--- config.mk ---
export PLATFORM = sky130hd
export DESIGN_NAME = vec_beat_packer_flat
export DESIGN_NICKNAME = d
export VERILOG_FILES = /design/src/rtl/vec_beat_packer_if.sv /design/src/rtl/vec_beat_packer.sv /design/src/flat_wrapper.sv
export SDC_FILE = /design/constraint.sdc
export NUM_CORES = 1
export LEC_CHECK = 0
export CORE_MARGIN = 8
export CORE_UTILIZATION = 29
export CTS_BUF_LIST = sky130_fd_sc_hd__clkbuf_8
export DETAILED_ROUTE_END_ITERATION = 16
export PLACE_DENSITY = 0.87
export SLEW_MARGIN = 20
export SYNTH_ARGS = -nofsm -noshare
export SYNTH_HDL_FRONTEND = slang
export SYNTH_SLANG_ARGS = --single-unit
--- constraint.sdc ---
create_clock -name clk -period 1.4 [get_ports clk]
set_input_delay 0.14 -clock clk [delete_from_list [all_inputs] [get_ports clk]]
set_output_delay 0.14 -clock clk [all_outputs]
set_load 0.03 [all_outputs]
--- src/rtl/vec_beat_packer_if.sv ---
// Handshake and beat bus between an element-pair source, the beat packer and the MAC.
// master = source/sink side, slave = packer side.
interface vec_beat_packer_if #(
    parameter int BUSW = 128
);
    logic            in_valid;
    logic            in_ready;
    logic [7:0]      in_a;
    logic [7:0]      in_b;
    logic            in_last;
    logic            vec_valid;
    logic [BUSW-1:0] vec_a;
    logic [BUSW-1:0] vec_b;
    logic            vec_done;
    logic            frame_err;

    modport master (
        output in_valid, in_a, in_b, in_last,
        input  in_ready, vec_valid, vec_a, vec_b, vec_done, frame_err
    );

    modport slave (
        input  in_valid, in_a, in_b, in_last,
        output in_ready, vec_valid, vec_a, vec_b, vec_done, frame_err
    );
endinterface

--- src/rtl/vec_beat_packer.sv ---
// Packs int8 (a, b) pairs into ACTIVE_LANES-wide beats for the vector MAC, framing
// each vector as ELEMS elements with a zero-padded tail beat and one idle cycle after it.
module vec_beat_packer #(
    parameter int ELEMS        = 1000,
    parameter int ACTIVE_LANES = 1,
    parameter int BUSW         = 128
) (
    input  logic              clk,
    input  logic              rst,
    vec_beat_packer_if.slave  bus
);
    localparam int CNT_W  = $clog2(ELEMS) + 1;
    localparam int LIDX_W = (ACTIVE_LANES > 1) ? $clog2(ACTIVE_LANES) : 1;
    localparam int STG_W  = ACTIVE_LANES * 8;

    localparam logic [CNT_W-1:0]  LAST_ELEM = CNT_W'(ELEMS - 1);
    localparam logic [LIDX_W-1:0] LAST_LANE = LIDX_W'(ACTIVE_LANES - 1);

    localparam logic [0:0] ST_FILL = 1'b0;
    localparam logic [0:0] ST_GAP  = 1'b1;

    logic [0:0]        state_q,     state_d;
    logic [CNT_W-1:0]  elem_cnt_q,  elem_cnt_d;
    logic [LIDX_W-1:0] lane_idx_q,  lane_idx_d;
    logic [STG_W-1:0]  stage_a_q,   stage_a_d;
    logic [STG_W-1:0]  stage_b_q,   stage_b_d;
    logic              vec_valid_q, vec_valid_d;
    logic              vec_done_q,  vec_done_d;
    logic              frame_err_q, frame_err_d;
    logic [BUSW-1:0]   vec_a_q,     vec_a_d;
    logic [BUSW-1:0]   vec_b_q,     vec_b_d;

    logic [STG_W-1:0]  merged_a_s;
    logic [STG_W-1:0]  merged_b_s;
    logic              ready_s;
    logic              accept_s;
    logic              last_elem_s;
    logic              beat_end_s;

    assign ready_s     = (state_q == ST_FILL) && !rst;
    assign accept_s    = bus.in_valid && ready_s;
    assign last_elem_s = (elem_cnt_q == LAST_ELEM);
    assign beat_end_s  = accept_s && ((lane_idx_q == LAST_LANE) || last_elem_s);

    // Staging contents with the incoming pair dropped into the current lane.
    always_comb begin
        merged_a_s = stage_a_q;
        merged_b_s = stage_b_q;
        for (int l = 0; l < ACTIVE_LANES; l++) begin
            if (lane_idx_q == LIDX_W'(l)) begin
                merged_a_s[l*8 +: 8] = bus.in_a;
                merged_b_s[l*8 +: 8] = bus.in_b;
            end else begin
                merged_a_s[l*8 +: 8] = stage_a_q[l*8 +: 8];
                merged_b_s[l*8 +: 8] = stage_b_q[l*8 +: 8];
            end
        end
    end

    // Next-state: counters, staging, beat launch and framing check.
    always_comb begin
        state_d     = state_q;
        elem_cnt_d  = elem_cnt_q;
        lane_idx_d  = lane_idx_q;
        stage_a_d   = stage_a_q;
        stage_b_d   = stage_b_q;
        vec_valid_d = 1'b0;
        vec_done_d  = 1'b0;
        vec_a_d     = vec_a_q;
        vec_b_d     = vec_b_q;
        frame_err_d = frame_err_q;
        case (state_q)
            ST_FILL: begin
                if (accept_s) begin
                    if (last_elem_s) begin
                        elem_cnt_d = {CNT_W{1'b0}};
                        lane_idx_d = {LIDX_W{1'b0}};
                        state_d    = ST_GAP;
                    end else begin
                        elem_cnt_d = elem_cnt_q + CNT_W'(1);
                        lane_idx_d = (lane_idx_q == LAST_LANE) ? {LIDX_W{1'b0}}
                                                               : lane_idx_q + LIDX_W'(1);
                        state_d    = ST_FILL;
                    end
                    // The MAC cannot stall, so a finished beat leaves the staging area at once.
                    if (beat_end_s) begin
                        stage_a_d               = {STG_W{1'b0}};
                        stage_b_d               = {STG_W{1'b0}};
                        vec_valid_d             = 1'b1;
                        vec_done_d              = last_elem_s;
                        vec_a_d                 = {BUSW{1'b0}};
                        vec_b_d                 = {BUSW{1'b0}};
                        vec_a_d[STG_W-1:0]      = merged_a_s;
                        vec_b_d[STG_W-1:0]      = merged_b_s;
                    end else begin
                        stage_a_d = merged_a_s;
                        stage_b_d = merged_b_s;
                    end
                    if (bus.in_last != last_elem_s) begin
                        frame_err_d = 1'b1;
                    end else begin
                        frame_err_d = frame_err_q;
                    end
                end else begin
                    state_d = ST_FILL;
                end
            end
            ST_GAP: begin
                state_d = ST_FILL;
            end
            default: begin
                state_d = ST_FILL;
            end
        endcase
    end

    // State registers with synchronous reset.
    always_ff @(posedge clk) begin
        if (rst) begin
            state_q     <= ST_FILL;
            elem_cnt_q  <= {CNT_W{1'b0}};
            lane_idx_q  <= {LIDX_W{1'b0}};
            stage_a_q   <= {STG_W{1'b0}};
            stage_b_q   <= {STG_W{1'b0}};
            vec_valid_q <= 1'b0;
            vec_done_q  <= 1'b0;
            frame_err_q <= 1'b0;
            vec_a_q     <= {BUSW{1'b0}};
            vec_b_q     <= {BUSW{1'b0}};
        end else begin
            state_q     <= state_d;
            elem_cnt_q  <= elem_cnt_d;
            lane_idx_q  <= lane_idx_d;
            stage_a_q   <= stage_a_d;
            stage_b_q   <= stage_b_d;
            vec_valid_q <= vec_valid_d;
            vec_done_q  <= vec_done_d;
            frame_err_q <= frame_err_d;
            vec_a_q     <= vec_a_d;
            vec_b_q     <= vec_b_d;
        end
    end

    assign bus.in_ready  = ready_s;
    assign bus.vec_valid = vec_valid_q;
    assign bus.vec_done  = vec_done_q;
    assign bus.frame_err = frame_err_q;
    assign bus.vec_a     = vec_a_q;
    assign bus.vec_b     = vec_b_q;

endmodule
--- src/flat_wrapper.sv ---
// flat-port wrapper written by rule: the top's interface ports become plain ports
module vec_beat_packer_flat 
#(
    parameter int ELEMS        = 1000,
    parameter int ACTIVE_LANES = 1,
    parameter int BUSW         = 128
)
  (clk, rst, bus_in_valid, bus_in_a, bus_in_b, bus_in_last, bus_in_ready, bus_vec_valid, bus_vec_a, bus_vec_b, bus_vec_done, bus_frame_err);
  vec_beat_packer_if #(.BUSW(BUSW)) bus_i ();
  input  logic clk;
  input  logic rst;
  input wire logic [$bits(bus_i.in_valid)-1:0] bus_in_valid;
  input wire logic [$bits(bus_i.in_a)-1:0] bus_in_a;
  input wire logic [$bits(bus_i.in_b)-1:0] bus_in_b;
  input wire logic [$bits(bus_i.in_last)-1:0] bus_in_last;
  output wire logic [$bits(bus_i.in_ready)-1:0] bus_in_ready;
  output wire logic [$bits(bus_i.vec_valid)-1:0] bus_vec_valid;
  output wire logic [$bits(bus_i.vec_a)-1:0] bus_vec_a;
  output wire logic [$bits(bus_i.vec_b)-1:0] bus_vec_b;
  output wire logic [$bits(bus_i.vec_done)-1:0] bus_vec_done;
  output wire logic [$bits(bus_i.frame_err)-1:0] bus_frame_err;
  assign bus_i.in_valid = bus_in_valid;
  assign bus_i.in_a = bus_in_a;
  assign bus_i.in_b = bus_in_b;
  assign bus_i.in_last = bus_in_last;
  assign bus_in_ready = bus_i.in_ready;
  assign bus_vec_valid = bus_i.vec_valid;
  assign bus_vec_a = bus_i.vec_a;
  assign bus_vec_b = bus_i.vec_b;
  assign bus_vec_done = bus_i.vec_done;
  assign bus_frame_err = bus_i.frame_err;
  vec_beat_packer #(.ELEMS(ELEMS), .ACTIVE_LANES(ACTIVE_LANES), .BUSW(BUSW)) u_core (.clk(clk), .rst(rst), .bus(bus_i));
endmodule
==> results by group, run 1 <==
Run status
  • Run status: complete, but fails checks
  • Failing checks: negative setup slack

Synth
  • Syn Std Cell Area: 3057 sq um
  • Yosys reg bits: 31
  • Post-synth cell types: 30
  • Synth warnings: 0
  • Sequential share of the synthesized area: 20.30%
  • Cells after Synth: 383
  • Syn avg cell area: 7.981 sq um

CTS
  • Cts bufs inserted: 5
  • # clock sinks: 31
  • Post-CTS Hold Buffers: 0
  • CTS tree: yes
  • Clk root buf: clkbuf_8
  • Worst-Skew Late Latency: 0.28 ns
  • Longest Clk Path Bufs: 2
  • H-Tree Depth: 2
  • Worst-path clk slew: 0.07 ns

Detailed routing
  • # DRC: 0
  • Vias: 1824
  • Vias/cell: 3.102
  • Detailed Route WL: 6.541 mm
  • Met2 WL post-DR: 3.386 mm
  • DR WL/cell: 11.12 um
  • Highest layer used for signal routing: met4
  • Initial DRC count: 81
  • Post-Route M1 WL: 2.229 mm
  • Antenna Nets Post-Route: 0
  • DRT Pass-1 Iters: 4
  • WL met3: 844 um

Global route
  • Total global-route track usage: 8.551%
  • Vias in the first global route: 2032
  • Largest net degree at the start of global routing: 23
  • Antenna violations before repair: 0
  • Congestion Overflow GR: 0
  • Global-route wire length before repair: 10.16 mm

Placed design
  • Dpl hpwl: 5.529 mm
  • Placer congestion estimate: 0.7868
  • Place WS: -0.4776 ns
  • Buffers on Ports: 39

Pwr
  • Power, Total: 2.841 mW
  • Clock share of power: 24.0%
  • Internal Power: 1.430 mW
  • Logic pwr share: 42.8%
  • Net Switching: 1.411 mW
  • Seq pwr share: 33.2%
  • Maximum VDD drop: 0.0003464 V
  • P_leak: 1.733 nW
  • P per Cell Area: 914.6 nW/um^2
  • Sw frac: 49.67%

Critical path
  • CP max FO: 7
  • Largest stage delay, worst path: 0.36 ns
  • Critical Path AT: 1.69 ns
  • Setup crit end kind: flop
  • Req. time, crit path: 1.58 ns
  • Worst path cell trace: or3b_1, buf_6, inv_4, and4b_4, or2_4, buf_12, nor2_1
  • Slowest-stage cell, CP: or3b_1
  • CP startpoint kind: flop
  • Critical path's top delay family: simple AND/OR/NAND/NOR gates
  • Buffers & Inverters on Critical Path: 3
  • CP Class: reg -> reg

Floorplan
  • Die height: 118.7 um
  • IO Pins: 280
  • Starting Density: 29.74%
  • Die span in x: 118.7 um
  • Die Area: 14080 sq um
  • Cell row count: 37
  • Core area: 10280 sq um

Finish
  • Final-layout fill cell count: 1092
  • Ant. Diodes: 0
  • Area Growth Syn to Fin: 1.637%
  • Layout Nets: 472
  • Post-layout util: 30.23%
  • Share of cells above drive strength 1: 12.61%

Timing
  • RSZ-0062 raised after global routing: yes
  • Final worst-path cycle share: 108.4%
  • Max-slew violation count: 0
  • Peak Freq: 658.7 MHz
  • Post-layout min period: 1.518 ns
  • Setup ws final: -0.1181 ns
  • Skew final: 0.005009 ns
  • Final Setup Violations: 9
  • Hold Vio Cnt, Final: 0

Min path
  • Hold Path Class: in -> reg

Job
  • # Max-Cap Violations: 0
## flip-flops by register name, summed over array words and instances, names as in the netlist
register and flops:
u_core.elem_cnt_q 11, u_core.state_q 1, u_core.bus.vec_valid 1, u_core.bus.vec_b 8, u_core.bus.vec_done 1, u_core.bus.vec_a 8, u_core.bus.frame_err 1
## synth_stat cells (all sizes together)
library cell  number  area (sq um)
nor4               3         25.02
nor3               4         20.02
nand3b            17         127.6
o22ai              1         6.260
ha                 1         12.51
and4               1         8.760
xor2               3         26.28
nor4b              1         8.760
and4b              2         23.77
nand4              3         18.77
or3b               1         8.760
o21a               1         7.510
nand3              3         15.01
xnor2              7         61.31
or2                1         6.260
buf              245          1834
nand2             37         138.9
inv                3         11.26
conb               1         3.750
a21oi              2         10.01
nor2              12         50.05
dfxtp             31         620.6
clkbuf             3         11.26
## placed cells by master, fill, tap and decap left out, types with 2 or more instances in the layout
cell | netlist | final
nor3_1 | 4 | 3
nand2_1 | 37 | 37
nand3b_1 | 17 | 17
clkdlybuf4s50_1 | 0 | 19
inv_1 | 2 | 2
dlygate4sd2_1 | 0 | 19
clkbuf_8 | 0 | 5
dfxtp_1 | 31 | 30
buf_12 | 0 | 2
clkinv_2 | 0 | 3
conb_1 | 1 | 240
nor2_1 | 10 | 5
buf_8 | 0 | 2
buf_4 | 241 | 21
buf_6 | 1 | 6
nor2_2 | 2 | 6
nand4_1 | 3 | 3
nand3_1 | 3 | 3
xor2_1 | 3 | 3
xnor2_1 | 7 | 6
## area by class of cell
type,count,area [sq um],area share (%)
well taps,136,170.2,5.477
clock inverters,3,15.01,0.4833
repair buffers,70,676.9,21.79
flip-flops and latches,31,621.8,20.02
inverters,3,13.76,0.4430
clock buffers,5,68.82,2.215
multi-input cells,340,1540,49.58
## power groups by stage
| stage | sequential, mW | clock [mW] | combinational (mW) |
|---|---|---|---|
| final | 0.943 | 0.683 | 1.22 |
| after global routing | 0.948 | 0.779 | 1.28 |
| after CTS | 0.943 | 0.721 | 1.17 |
| after detailed placement | 0.964 | 0 | 1.18 |
| after global placement | 0.964 | 0 | 1.18 |
| after floorplan | 1.04 | 0 | 1.44 |
## metal layers
| metal | up-vias | track usage [%] |
|---|---|---|
| li1 | 849 | - |
| met1 | 813 | 8.175 |
| met2 | 156 | 14.98 |
| met3 | 6 | 4.807 |
| met4 | 0 | 3.399 |
| met5 | - | 0 |
## repair_timing
item	4_1_cts	5_1_grt
buffers inserted	4	0
pin swaps	3	2
endpoints found under the setup margin	43	22
cloned	0	1
gates resized for setup	34	10
## per-stage QoR
| stage | cells | area, sq um | hold WS [ns] | setup TNS [ns] |
|---|---|---|---|---|
| after floorplan | 622 | 3960 | 0.2390 | -0.3411 |
| after CTS | 587 | 3038 | 0.3773 | -0.9036 |
| final | 588 | 3107 | 0.3848 | -0.8856 |
| after global placement | 575 | 2889 | 0.4575 | -9.840 |
| after global routing | 588 | 3107 | 0.3965 | -1.551 |
| after detailed placement | 575 | 2889 | 0.4598 | -10.25 |
## cells by family (layout without fill, tap and decap cells)
family                   count (synthesis)  count (layout)  share of synthesized area [%]
AO/OA/AOI/OAI                            4               4                         0.7780
adder cells (fa/ha/maj)                  1               1                         0.4093
AND/OR/NAND/NOR                         85              85                          14.78
XOR/XNOR                                10              10                          2.866
buffers and inverters                  251              81                          60.74
flip-flops                              31              31                          20.30
other                                    1             240                         0.1227
## worst register-to-register path: cells and delay by family (launching register included)
kind                   cells  cell delay (ns)
AND/OR/NAND/NOR            4             0.77
buffers and inverters      3             0.33
flip-flops                 1             0.32
## worst paths after layout
| check | startpoint | to | slack (ns) | depth (start not counted) |
|---|---|---|---|---|
| setup / recovery | u_core.state_q$_SDFF_PP0_ | u_core.elem_cnt_q[7]$_SDFFE_PP0P_ | -0.12 | 7 |
| hold reg to reg | u_core.bus.vec_a[4]$_SDFFE_PP0P_ | u_core.bus.vec_a[4]$_SDFFE_PP0P_ | 0.47 | 2 |
| hold / removal | bus_in_a[4] | u_core.bus.vec_a[4]$_SDFFE_PP0P_ | 0.38 | 3 |
| setup reg to reg | u_core.state_q$_SDFF_PP0_ | u_core.elem_cnt_q[7]$_SDFFE_PP0P_ | -0.12 | 7 |
Power figures use the tool's default switching activity.
==> run 2: changes to the inputs <==
ABC_CLOCK_PERIOD_IN_PS = 1400   (was unset)
SLEW_MARGIN = unset   (was 20)
==> results of run 2 <==
No change in the layout: final DEF, timing and power equal those of run 1.
